## src/rtl/display_pkg.sv

```systemverilog
// Shared types and polarity helpers for the seven-segment scan driver.
package display_pkg;

    typedef enum logic [1:0] {
        ST_IDLE,
        ST_BLANK,
        ST_ACTIVE
    } scan_state_t;

    localparam int POL_ACT_HIGH = 0;
    localparam int POL_ACT_LOW  = 1;

    // Level of an inactive line: high when the line is active-low.
    function automatic logic off_level(input int act_low);
        return act_low != POL_ACT_HIGH;
    endfunction

    function automatic logic off_seg(input int seg_act_low);
        return off_level(seg_act_low);
    endfunction

    function automatic logic off_sel(input int sel_act_low);
        return off_level(sel_act_low);
    endfunction

endpackage

```

## src/rtl/next_enabled.sv

```systemverilog
// Cyclic priority search: lowest enabled index above cur, else lowest enabled overall.
module next_enabled #(
    parameter int DIGITS = 4,
    localparam int IW = $clog2(DIGITS)
) (
    input  logic [IW-1:0]     cur,
    input  logic [DIGITS-1:0] mask,
    output logic [IW-1:0]     nxt,
    output logic              wrap,
    output logic              any
);

    always_comb begin
        nxt  = '0;
        wrap = 1'b1;
        any  = |mask;
        for (int i = DIGITS - 1; i >= 0; i--) begin
            if (mask[i]) nxt = IW'(i);
        end
        for (int i = DIGITS - 1; i >= 0; i--) begin
            if (mask[i] && (i > int'(cur))) begin
                nxt  = IW'(i);
                wrap = 1'b0;
            end
        end
    end

endmodule

```

## src/rtl/scan_display_driver.sv

```systemverilog
// Time-multiplexed seven-segment scanner with per-slot blanking and PWM dimming.
//  state     | meaning
//  ST_IDLE   | no digit enabled; outputs off, cur_digit held
//  ST_BLANK  | start of slot; all outputs off (anti-ghosting)
//  ST_ACTIVE | selected digit lit according to PWM duty
module scan_display_driver
    import display_pkg::*;
#(
    parameter int DIGITS      = 4,
    parameter int WIDTH       = 8,
    parameter int DWELL       = 50000,
    parameter int BLANK       = 500,
    parameter int BRIGHT_W    = 4,
    parameter int SEL_ACT_LOW = POL_ACT_LOW,
    parameter int SEG_ACT_LOW = POL_ACT_LOW
) (
    input  logic                       clk,
    input  logic                       rst,
    input  logic [DIGITS*WIDTH-1:0]    in_value,
    input  logic [DIGITS-1:0]          digit_en,
    input  logic [BRIGHT_W-1:0]        brightness,
    output logic [WIDTH-1:0]           seg_out,
    output logic [DIGITS-1:0]          sel_out,
    output logic [$clog2(DIGITS)-1:0]  cur_digit,
    output logic                       frame_start
);

    localparam int IW = $clog2(DIGITS);
    localparam int CW = $clog2(DWELL + 1);
    localparam logic [CW-1:0] LAST_CNT  = CW'(DWELL - 1);
    localparam logic [CW-1:0] BLANK_CNT = CW'(BLANK);
    localparam scan_state_t ST_FIRST = (BLANK == 0) ? ST_ACTIVE : ST_BLANK;
    localparam logic [WIDTH-1:0]  OFF_SEG = {WIDTH{off_seg(SEG_ACT_LOW)}};
    localparam logic [DIGITS-1:0] OFF_SEL = {DIGITS{off_sel(SEL_ACT_LOW)}};

    scan_state_t          state;
    logic [CW-1:0]        slot_cnt;
    logic [BRIGHT_W-1:0]  pwm_cnt;
    logic [IW-1:0]        cur_idx;
    logic [WIDTH-1:0]     seg_lat;
    logic [BRIGHT_W-1:0]  br_lat;
    logic                 fresh;
    logic                 frame_flag;

    logic [IW-1:0]        search_from;
    logic [IW-1:0]        nidx;
    logic                 nwrap;
    logic                 nany;

    logic                 start;
    logic [IW-1:0]        slot_idx;
    logic [WIDTH-1:0]     seg_eff;
    logic [BRIGHT_W-1:0]  br_eff;
    logic [DIGITS-1:0]    sel_hot;
    logic                 lit;

    // After reset or from IDLE the search starts past the top so it yields the lowest enabled digit.
    assign search_from = (fresh || state == ST_IDLE) ? IW'(DIGITS - 1) : cur_idx;

    next_enabled #(.DIGITS(DIGITS)) u_next (
        .cur  (search_from),
        .mask (digit_en),
        .nxt  (nidx),
        .wrap (nwrap),
        .any  (nany)
    );

    // On a slot's first cycle the live inputs are used directly, so the slot shows them without delay.
    always_comb begin
        start    = (state != ST_IDLE) && (slot_cnt == '0) && (!fresh || nany);
        slot_idx = fresh ? nidx : cur_idx;
        seg_eff  = start ? in_value[int'(slot_idx)*WIDTH +: WIDTH] : seg_lat;
        br_eff   = start ? brightness : br_lat;
        sel_hot  = '0;
        sel_hot[slot_idx] = 1'b1;
        lit = (state == ST_ACTIVE) && ((pwm_cnt < br_eff) || (&br_eff));
    end

    always_ff @(posedge clk) begin
        if (rst) begin
            state       <= ST_FIRST;
            slot_cnt    <= '0;
            pwm_cnt     <= '0;
            cur_idx     <= '0;
            seg_lat     <= '0;
            br_lat      <= '0;
            fresh       <= 1'b1;
            frame_flag  <= 1'b1;
            seg_out     <= OFF_SEG;
            sel_out     <= OFF_SEL;
            cur_digit   <= '0;
            frame_start <= 1'b0;
        end else begin
            seg_out     <= lit ? (seg_eff ^ OFF_SEG) : OFF_SEG;
            sel_out     <= lit ? (sel_hot ^ OFF_SEL) : OFF_SEL;
            cur_digit   <= slot_idx;
            frame_start <= start && frame_flag;
            fresh       <= 1'b0;

            if (start) begin
                seg_lat <= seg_eff;
                br_lat  <= br_eff;
                cur_idx <= slot_idx;
            end

            case (state)
                ST_IDLE: begin
                    if (nany) begin
                        state      <= ST_FIRST;
                        slot_cnt   <= '0;
                        pwm_cnt    <= '0;
                        cur_idx    <= nidx;
                        frame_flag <= 1'b1;
                    end
                end
                default: begin
                    if (fresh && !nany) begin
                        state <= ST_IDLE;
                    end else if (slot_cnt == LAST_CNT) begin
                        slot_cnt <= '0;
                        pwm_cnt  <= '0;
                        if (nany) begin
                            state      <= ST_FIRST;
                            cur_idx    <= nidx;
                            frame_flag <= nwrap;
                        end else begin
                            state <= ST_IDLE;
                        end
                    end else begin
                        slot_cnt <= slot_cnt + 1'b1;
                        if (state == ST_ACTIVE) begin
                            pwm_cnt <= pwm_cnt + 1'b1;
                        end else if (slot_cnt + 1'b1 == BLANK_CNT) begin
                            state <= ST_ACTIVE;
                        end
                    end
                end
            endcase
        end
    end

endmodule
```

## config.mk

```make
export PLATFORM = sky130hd
export DESIGN_NAME = scan_display_driver
export DESIGN_NICKNAME = d
export VERILOG_FILES = /design/src/rtl/display_pkg.sv /design/src/rtl/next_enabled.sv /design/src/rtl/scan_display_driver.sv
export SDC_FILE = /design/constraint.sdc
export NUM_CORES = 1
export LEC_CHECK = 0
export BUFFER_PORTS_ARGS = -buffer_cell sky130_fd_sc_hd__buf_2
export CAP_MARGIN = 40
export CORE_UTILIZATION = 45
export DETAILED_ROUTE_END_ITERATION = 12
export PLACE_DENSITY = 0.67
export SYNTH_ARGS = -nofsm -noshare
export SYNTH_HDL_FRONTEND = slang
export SYNTH_SLANG_ARGS = --single-unit
```

## constraint.sdc

```tcl
create_clock -name clk -period 7.5 [get_ports clk]
set_input_delay 0.75 -clock clk [delete_from_list [all_inputs] [get_ports clk]]
set_output_delay 0.75 -clock clk [all_outputs]
set_load 0.03 [all_outputs]
```

==> results.toml <==
[power]
pwr-share-comb_pct = 20.9
pwr-share-clk_pct = 27.0
p_total_uw = 582
seqPwrFrac_pct = 52.1
sw_frac_of_total_pct = 28.3
p_switching_uw = 165
ir_drop_v = 0.000147
p_per_area_mw_per_mm2 = 177
p_leak_uw = 0.00128
p_int_uw = 417

[placement]
place_area_sq_mm = 0.00320
port_buffers = 56
hpwl_microns = 4940
gp_congestion = 0.854
dp_slack_ns = 4.00

[synth]
syn_avg_cell_area_sq_um = 8.82
synthDistinctLibCells = 55
postSynth.asyncResetShare_pct = 0
synth_edf_count = 0
ys_ff_latch = 53
netlist.area_leader.share_pct = 36.8
syn-num-nets = 374
synth_area_sq_mm = 0.00288
synth.most_common_cell = "dfxtp_1"
ys.flop_type = "dfxtp_1"
yosys-top-cells-count = "dfxtp_1, nor2_1, o21ai_0"
ys.warnings.count = 0
synth_top_cell_by_area = "dfxtp_1"
synth_area_leaders = "dfxtp_1, nor2_1, mux2i_1, mux4_2, o21ai_0"
syn_inst = 327
synth-seq-area-share_pct = 36.8

[grt]
grt_max_degree = 31
grt_pass1_vias = 2208
grt_pass1_wl_microns = 10500
grt_util_all_layers_pct = 20.5
antenna_found_initial = 0
grt-ovfl-total = 0

[clock_tree]
clock-sinks = 53
cts_resized = 0
cts-htree-levels = 2
cts_tree = "done"
cts-root-buf = "clkbuf_8"
postCtsSetupRepairBufs = 0
numCtsBuffers = 5
clockBufferDepth = 2
hold_buffers = 0
clk_pin_slew_ns = 0.09
clk_latency_ns = 0.30

[detailed_routing]
avgViaCountPerCell = 5.53
route.detailed.drc = 0
wl_microns = 6470
antenna_left = 0
num_vias = 2523
drt_iter0_drc = 192
wl_per_cell_microns = 14.2
first_pass_iters = 4

[critical_path]
critPathBufInv = 1
crit_path_top_delay_cell = "or4_4"
crit_family = "compound AO/OA/AOI/OAI gates"
cp-end-kind = "flop"
cp-start-kind = "input pin"
critPathMaxStageDelay_ns = 0.57
path_class = "in2reg"
worst_ep_arrival_time_ns = 3.37
worstPathMaxFanout = 10
crit_required_ns = 7.68
cp_cell_sequence = "buf_2 -> or4_4 -> o211ai_4 -> nor2_4 -> mux2i_1 -> ha_1 -> a31oi_2 -> o2111a_1 -> o221a_4 -> o2111ai_1"

[timing]
timing.fmax_mhz = 314
whs_ns = 0.478
hold_violations = 0
finalMaxSlewViolations = 0
worstMarginPinSlew_ns = 0.738
rsz0062_at_grt = "false"
setup_slack_ns = 4.31
fin_crit_sh_pct = 42.5
post-route-min-period_ns = 3.19
setup_violations = 0
fin_setup_tns_ns = 0
maxSlewHeadroom_pct = 50.6
clock_skew_ns = 0.00575

[floorplan]
core_sq_mm = 0.00606
fp.dieW_microns = 82.0
die_h_microns = 82.0
io_pins = 57
die_area_sq_mm = 0.00673
rows = 28
start_util_pct = 47.6

[finish]
multi_input_area_sq_mm = 0.00172
drive_above_1_share_pct = 24.4
fill_cells = 547
seqCellArea_sq_mm = 0.00106
fin_nets = 427
syn2layout_area_growth_pct = 14.1
n_antenna_cell = 0
final_area_sq_mm = 0.00329

[worst_hold_path]
min_path_type = "reg2reg"

[run]
cap_violations = 0

[status]
status = "completed"
[cell families (layout without fill, tap and decap cells)]
logic type / after synthesis / count (layout) / share of synthesized area [%]
XOR/XNOR: 4 / 4 / 1.22
multiplexers: 23 / 23 / 11.0
buffers and inverters: 21 / 75 / 3.78
AND/OR/NAND/NOR: 143 / 143 / 27.3
AO/OA/AOI/OAI: 78 / 78 / 17.8
adder cells (fa/ha/maj): 5 / 5 / 2.17
flip-flops: 53 / 53 / 36.8
[cells in the final DEF, fill, tap and decap left out, types with 6 or more instances in the layout]
master,count
buf_2,57
dfxtp_1,53
nor2_1,47
o21ai_0,28
nand2_1,25
a21oi_1,19
mux2i_1,16
nand3_1,16
nand2b_1,9
inv_1,8
nor3_1,7
mux4_2,7
nand4_1,6
[power by group through the flow]
stage	sequential [uW]	clock [uW]	combinational, uW
2_1_floorplan	310	0	88.0
4_1_cts	303	162	122
3_5_place_dp	309	0	122
6_report	303	157	122
5_1_grt	305	174	136
3_3_place_gp	310	0	119
[path summary, 6_finish.rpt]
| path | start | end | slack, ns | cells past startpoint |
|---|---|---|---|---|
| setup / recovery | digit_en[3] | seg_out[7] | 4.31 | 10 |
| hold / removal | frame_flag | frame_start | 0.48 | 1 |
| setup reg to reg | slot_cnt[10] | seg_out[7] | 4.44 | 9 |
| hold reg to reg | frame_flag | frame_start | 0.48 | 1 |
[sequential cells by signal, indices dropped and copies added (netlist names)]
name	count
slot_cnt	16
pwm_cnt	4
state	2
sel_out	4
cur_idx	2
seg_out	8
frame_start	1
fresh	1
cur_digit	2
seg_lat	8
br_lat	4
frame_flag	1
[layout make-up]
class / count / area share [%]
Sequential cell: 53 / 32.2
Multi-Input combinational cell: 253 / 52.2
Clock buffer: 6 / 2.21
Timing Repair Buffer: 59 / 9.13
Clock inverter: 2 / 0.456
Tap cell: 75 / 2.85
Inverter: 8 / 0.913
[layer usage]
metal | wire [microns] | track usage [%] | vias up | share of wire [%]
li1 | - | - | 1298 | -
met1 | 3280 | 30.1 | 1164 | 51
met2 | 2890 | 30.4 | 57 | 45
met3 | 244 | 3.44 | 4 | 3.8
met4 | 57 | 5.79 | 0 | 0.88
met5 | 0 | 0 | - | 0
[metrics by stage]
stage                     util, %  cells
after CTS                    54.3    456
final                        54.3    456
after floorplan                 -    327
after detailed placement     52.8    448
after global placement       52.8    447
after global routing         54.3    456
Note: power is estimated with default switching activity, not from simulation.
